**src/rtl/key_switch_controller.sv**
```systemverilog
// Push-button / slide-switch MMIO peripheral: two-flop synchronisers, per-key
// debounce, latched press/release events with W1C clear, and a masked press interrupt.
module key_switch_controller #(
  parameter int DEBOUNCE_CYCLES = 50000
) (
  input  logic        clock,
  input  logic        reset_n,
  input  logic [3:0]  key_n,
  input  logic [9:0]  switch,
  input  logic [2:0]  address,
  input  logic        read_enable,
  input  logic        write_enable,
  input  logic [31:0] write_data,
  output logic [31:0] read_data,
  output logic        interrupt
);

  localparam int CW = $clog2(DEBOUNCE_CYCLES);
  localparam logic [CW-1:0] COUNT_MAX = CW'(DEBOUNCE_CYCLES - 1);

  localparam logic [2:0] ADDR_KEY_STATE = 3'd0;
  localparam logic [2:0] ADDR_SWITCH    = 3'd1;
  localparam logic [2:0] ADDR_PRESS     = 3'd2;
  localparam logic [2:0] ADDR_RELEASE   = 3'd3;
  localparam logic [2:0] ADDR_MASK      = 3'd4;

  logic [3:0]    key_sync_p0, key_sync_p1;
  logic [9:0]    switch_sync_p0, switch_sync_p1;
  logic [3:0]    stable;
  logic [CW-1:0] count [4];
  logic [3:0]    toggle;
  logic [3:0]    press_set, release_set;
  logic [3:0]    press_pending, release_pending, mask;
  logic [3:0]    press_clr, release_clr;
  logic [31:0]   read_word;
  logic          unused_write_bits;

  assign unused_write_bits = ^write_data[31:4];

  // Stage p0/p1: synchronisers; keys idle high (released)
  always_ff @(posedge clock) begin
    if (!reset_n) begin
      key_sync_p0    <= 4'hF;
      key_sync_p1    <= 4'hF;
      switch_sync_p0 <= '0;
      switch_sync_p1 <= '0;
    end else begin
      key_sync_p0    <= key_n;
      key_sync_p1    <= key_sync_p0;
      switch_sync_p0 <= switch;
      switch_sync_p1 <= switch_sync_p0;
    end
  end

  always_comb begin
    toggle = '0;
    for (int i = 0; i < 4; i++)
      toggle[i] = (key_sync_p1[i] != stable[i]) && (count[i] == COUNT_MAX);
  end

  // Debounce: count consecutive differing samples, accept on the last one
  always_ff @(posedge clock) begin
    for (int i = 0; i < 4; i++) begin
      if (!reset_n) begin
        count[i]  <= '0;
        stable[i] <= 1'b1;
      end else if (key_sync_p1[i] == stable[i]) begin
        count[i] <= '0;
      end else if (toggle[i]) begin
        count[i]  <= '0;
        stable[i] <= ~stable[i];
      end else begin
        count[i] <= count[i] + 1'b1;
      end
    end
  end

  assign press_set   = toggle & stable;
  assign release_set = toggle & ~stable;
  assign press_clr   = (write_enable && address == ADDR_PRESS)   ? write_data[3:0] : 4'h0;
  assign release_clr = (write_enable && address == ADDR_RELEASE) ? write_data[3:0] : 4'h0;

  // New events are OR-ed in after the clear so a coincident set survives
  always_ff @(posedge clock) begin
    if (!reset_n) begin
      press_pending   <= '0;
      release_pending <= '0;
      mask            <= '0;
      interrupt       <= 1'b0;
    end else begin
      press_pending   <= (press_pending & ~press_clr) | press_set;
      release_pending <= (release_pending & ~release_clr) | release_set;
      if (write_enable && address == ADDR_MASK)
        mask <= write_data[3:0];
      interrupt <= |(press_pending & mask);
    end
  end

  always_comb begin
    read_word = '0;
    case (address)
      ADDR_KEY_STATE: read_word = {28'b0, ~stable};
      ADDR_SWITCH:    read_word = {22'b0, switch_sync_p1};
      ADDR_PRESS:     read_word = {28'b0, press_pending};
      ADDR_RELEASE:   read_word = {28'b0, release_pending};
      ADDR_MASK:      read_word = {28'b0, mask};
      default:        read_word = '0;
    endcase
  end

  always_ff @(posedge clock) begin
    if (!reset_n)
      read_data <= '0;
    else if (read_enable)
      read_data <= read_word;
  end

endmodule

```
**config.mk**
```make
export PLATFORM = sky130hd
export DESIGN_NAME = key_switch_controller
export DESIGN_NICKNAME = d
export VERILOG_FILES = /design/src/rtl/key_switch_controller.sv
export SDC_FILE = /design/constraint.sdc
export NUM_CORES = 1
export LEC_CHECK = 0
export ABC_AREA = 1
export CAP_MARGIN = 15
export CORE_MARGIN = 2
export CORE_UTILIZATION = 50
export CTS_CLUSTER_DIAMETER = 50
export DETAILED_ROUTE_END_ITERATION = 6
export PLACE_DENSITY = 0.77
export SLEW_MARGIN = 20
export SYNTH_ARGS = -nofsm -noshare
export SYNTH_HDL_FRONTEND = slang
export SYNTH_SLANG_ARGS = --single-unit
export TNS_END_PERCENT = 5
```
**constraint.sdc**
```tcl
create_clock -name clock -period 1.5 [get_ports clock]
set_input_delay 0.3 -clock clock [delete_from_list [all_inputs] [get_ports clock]]
set_output_delay 0.3 -clock clock [all_outputs]
set_load 0.05 [all_outputs]
```
## Yosys cells after proc, flatten, opt, wreduce, memory -nomap -nowiden

Memories as Yosys holds them, arrays and structs flattened.
Index checks and enable logic that the tools add are counted.

| cells by class | value |
|---|---|
| divide/modulo/power cells | 0 |
| eq/ne operators | 16 |
| $mul | 0 |
| bitwise logic cells | 30 |
| $lt $le $gt $ge | 0 |
| reductions and logical operators | 13 |
| $add $sub $neg | 4 |
| muxes and demuxes | 60 |
| shift operators | 0 |

Operators by type and width:

| kind | number |
|---|---|
| $mux W16 | 12 |
| $add A16 B1 Y16 const B | 4 |
| $eq A16 B16 Y1 const B | 4 |
| $pmux W10 S5 | 1 |
| $mux W1 | 45 |
| $and A4 B4 Y4 | 5 |
| $not A4 Y4 | 3 |
| $or A1 B1 Y1 | 12 |
| $mux W4 | 2 |
| $not A1 Y1 | 8 |
| $or A4 B4 Y4 | 2 |
| $reduce_and A2 Y1 | 4 |
| $logic_and A1 B1 Y1 | 7 |
| $eq A3 B2 Y1 const B | 2 |
| $eq A1 B1 Y1 | 4 |
| $ne A1 B1 Y1 | 4 |
| $reduce_or A4 Y1 | 1 |
| $eq A3 B1 Y1 const B | 1 |
| $eq A3 B3 Y1 const B | 1 |
| $logic_not A3 Y1 | 1 |

| word-level totals | value |
|---|---|
| bits in writable memories | 64 |
| latch bits | 0 |
| memories | 1 |
| input bits | 53 |
| flip-flop bits (word level) | 77 |
| output and inout bits | 33 |
| ROM bits | 0 |
| word-level logic and storage cells | 137 |

Memories:

| memory | words | bits a word | rd ports | clocked after memory_dff | wr ports | RTL line | text |
|---|---|---|---|---|---|---|---|
| count | 4 | 16 | 4 | 0 | 4 | 30 | `logic [CW-1:0] count [4];` |

## Logic depth before layout (Yosys ltp)

An unclocked memory read counts as a cell.

| depth | value |
|---|---|
| word-level depth | 9 |
| mapped depth | 9 |
| gate-level depth less buffers | 8 |

## Worst setup path before layout

OpenSTA, ideal clock, no wires.

| timing path | value |
|---|---|
| path kind | flip-flop to flip-flop |
| from | memory count[1][0] (netlist name) |
| to | memory count[1][9] (netlist name), data pin |
| clock period less this slack | 1585 ps |
| slack | -85 ps |
| setup time | 254 ps |
| stages on the path, launching flop included | 10 |
| data arrival time | 1331 ps |
| path buffers | 1 |
| data required time | 1246 ps |
| cell sequence | edfxtp_1 ha_1 nand2_1 nor2_2 inv_1 nor2_4 nand3_1 nand2_2 buf_6 nor2_1 |

RTL lines:

| item | RTL line |
|---|---|
| from (decl) | 30 |

==> flow_summary_export.csv <==
group,metric,value,unit
outcome,status,"finished with violations",
outcome,violations,"negative setup slack",
yosys,synth-async-reset-ratio,0,
power_and_ir_drop,power_density,1010,nW/um^2
detailed_routing,first_pass_iters,4,
final_layout,fin_area,8100,sq um
hold_path,hold_start,"switch[5]",
critical_path,reg2reg_slack,-0.07,ns
timing,clock.fmax,0.639,GHz
detailed_routing,route.vias.total,5226,
critical_path,cp_max_fo,3,
floorplanning,core-area,11900,sq um
power_and_ir_drop,netSwitchingPower,2030,uW
critical_path,path_class,"reg -> reg",
power_and_ir_drop,leakage,0.00355,uW
timing,hold_violations,0,
timing,drv_slew,0,
run,max_cap_viol_count,0,
floorplanning,initial_core_util,0.507,
power_and_ir_drop,clockPowerShare,0.472,
placement,placed_area,7300,sq um
global_routing,grt_pass1_wl,21800,um
global_routing,gr-total-overflow,0,
critical_path,crit_path_start,"count[0][0]",
yosys,synth.distinct_cells,31,
final_layout,layout-drive-gt1-share,0.193,
floorplanning,pin_count,86,
final_layout,final_net_count,976,
critical_path,worstReg2RegStart,"count[0][0]",
detailed_routing,drc,0,
detailed_routing,via_per_inst,4.84,
yosys,synth_cells,739,
timing,final.setup.worst_slack,-0.0651,ns
critical_path,crit_path_end_kind,"register",
yosys,yosys-top-cells-count,"nand2_1, inv_1, nor2_1",
critical_path,crit_chain,"ha_2 -> nand2_4 -> nor2_4 -> inv_2 -> nor2_4 -> nand3_4 -> buf_6 -> nand3_2 -> nor2_1",
clock_network,htree_levels,4,
global_routing,grt_pass1_vias,4960,
floorplanning,rows,40,
detailed_routing,routedWlPerCell,12.2,um
yosys,synth.top_cell.area_share,0.320,
timing,rsz0062_at_grt,"true",
final_layout,n_antenna_cell,0,
yosys,yosysTopAreaCell,"edfxtp_1",
critical_path,critical_path_required,1.68,ns
power_and_ir_drop,pwr-share-seq,0.443,
critical_path,path_buf_inv,2,
yosys,yosysSeqAreaShare,0.503,
critical_path,startpoint_type,"register",
clock_network,clock-sinks,119,
clock_network,postCtsHoldBufs,0,
yosys,ys_warn_count,0,
critical_path,crit_top_cell,"nor2_4",
global_routing,grt_max_degree,30,
placement,gp_congestion,0.913,
global_routing,grtUsageTotal,0.213,
clock_network,clkTransAtPathRegs,0.06,ns
yosys,ys.flop_type,"edfxtp_1",
critical_path,crit_slowest_cell,"edfxtp_1",
power_and_ir_drop,switching_share,0.248,
power_and_ir_drop,ir_worst_vdd,942,uV
critical_path,critical-path-top-delay-family,"simple AND/OR/NAND/NOR gates",
timing,min_period_over_period,1.04,
detailed_routing,routed_wl,13200,um
timing,post-route-min-period,1.57,ns
final_layout,syn_to_final_growth,34.9,%
clock_network,cts_tree,"built",
critical_path,reg2reg_to,"count[0][13]",
hold_path,min_to,"switch_sync_p0[5]",
floorplanning,die_w,114,um
power_and_ir_drop,comb_power_share,0.085,
detailed_routing,drt_iter0_drc,368,
clock_network,cts_buffer_depth,2,
clock_network,clkLatencyLatePin,0.42,ns
yosys,syn_avg_cell_area,8.13,sq um
yosys,yosysMostFrequentCell,"nand2_1",
yosys,synth_enable_flop_cells,64,
placement,dp.final_hpwl,9290,um
critical_path,slowest_delay,0.37,ns
placement,pre_cts_slack,-0.291,ns
floorplanning,die_area,12900,sq um
critical_path,cp_data_arrival_time,1.74,ns
global_routing,antenna_found_initial,0,
yosys,ys_ff_latch,119,
power_and_ir_drop,internal_power,6170,uW
final_layout,fillerInstances,915,
hold_path,worstHoldPathType,"in -> reg",
clock_network,numCtsBuffers,17,
timing,skew,0.00680,ns
floorplanning,die_h,114,um
critical_path,reg2regPathDepth,9,
yosys,synthTopCellsByArea,"edfxtp_1, dfxtp_1, nand2_1",
hold_path,whs_path_depth,3,
detailed_routing,drtAntennaViolNets,0,
yosys,syn_area,6010,sq um
clock_network,cts-root-buf,"clkbuf_16",
timing,setup_viol,31,
placement,io_buffers,35,
==> kinds of logic (layout without fill, tap and decap cells) <==
kind of cell	Yosys count	after routing	share of synthesized area
flip-flops	119	119	0.503
XOR/XNOR	17	17	0.0248
adder cells (fa/ha/maj)	4	4	0.00833
other	2	86	0.00125
AND/OR/NAND/NOR	364	366	0.281
buffers and inverters	150	257	0.111
AO/OA/AOI/OAI	83	83	0.0706
==> flip-flops by register name, indices dropped and copies added (netlist names), 10 cells and up <==
name,count
count,64
switch_sync_p0,10
read_data,10
switch_sync_p1,10
==> worst min-delay path: stages <==
cell	delay (ns)
clkdlybuf4s50_1	0.39
nand2_1	0.06
inv_1	0.03
==> worst max path at each step <==
stage | end | cells past startpoint
after global routing | count[1][9] | 8
final | count[0][13] | 9
after global placement | mask[2] | 5
after CTS | count[0][13] | 9
after floorplan | count[0][10] | 9
after detailed placement | count[0][12] | 5
==> power groups by stage <==
| stage | registers [uW] | clock network, uW | logic (uW) |
|---|---|---|---|
| global placement | 3700 | 0 | 649 |
| global route | 3650 | 4080 | 761 |
| floorplan | 3710 | 0 | 417 |
| detailed placement | 3700 | 0 | 660 |
| CTS | 3630 | 3930 | 677 |
| finish | 3640 | 3870 | 697 |
==> per-layer routing <==
layer,GRT usage,vias to the layer above,share of wire
met5,0,-,0
met4,0.0846,0,0.015
met3,0.0611,17,0.040
met2,0.377,108,0.53
met1,0.245,2395,0.42
li1,-,2706,-
==> metrics by stage <==
stage | power, uW | TNS [ns] | hold WS (ns) | util | instances
after floorplan | 4130 | -2.48 | 0.390 | - | 823
after global placement | 4340 | -6.90 | 0.393 | 0.616 | 1042
after detailed placement | 4360 | -11.10 | 0.399 | 0.616 | 1042
after CTS | 8240 | -1.36 | 0.393 | 0.674 | 1076
after global routing | 8490 | -5.49 | 0.394 | 0.683 | 1079
final | 8210 | -0.682 | 0.407 | 0.683 | 1079
==> cell type report <==
type | instances | area (sq um) | share of cell area
Clock inverter | 12 | 88.8 | 0.0110
Timing Repair Buffer | 111 | 1060 | 0.131
Clock buffer | 20 | 489 | 0.0604
Sequential cell | 119 | 3020 | 0.373
Inverter | 114 | 428 | 0.0528
Tap cell | 147 | 184 | 0.0227
Multi-Input combinational cell | 556 | 2830 | 0.349
==> cell usage in the layout, fill, tap and decap left out, types with 4 or more instances in the layout <==
master and count:
nand2_1 115, inv_1 111, nor2_1 88, conb_1 86, buf_4 70, edfxtp_1 64, dfxtp_1 55, nand4_1 50
a21oi_1 46, nand3_1 41, o21ai_0 28, clkdlybuf4s50_1 24, nor3_1 22, clkbuf_16 19, xor2_1 13, buf_12 12
or2_2 10, nor2_4 9, nand2_2 8, nand3_2 5, a21oi_2 5, clkinv_4 5, buf_6 5, xnor2_1 4
nor2_2 4, nand2_4 4, nor3_2 4, ha_2 4
==> repair_timing <==
item                       CTS  global route
setup endpoints to repair   64            71
gates cloned                 2             0
gates resized for setup     23            26
setup buffers                0             3
pin swaps                    8             7
Power figures use the tool's default switching activity.
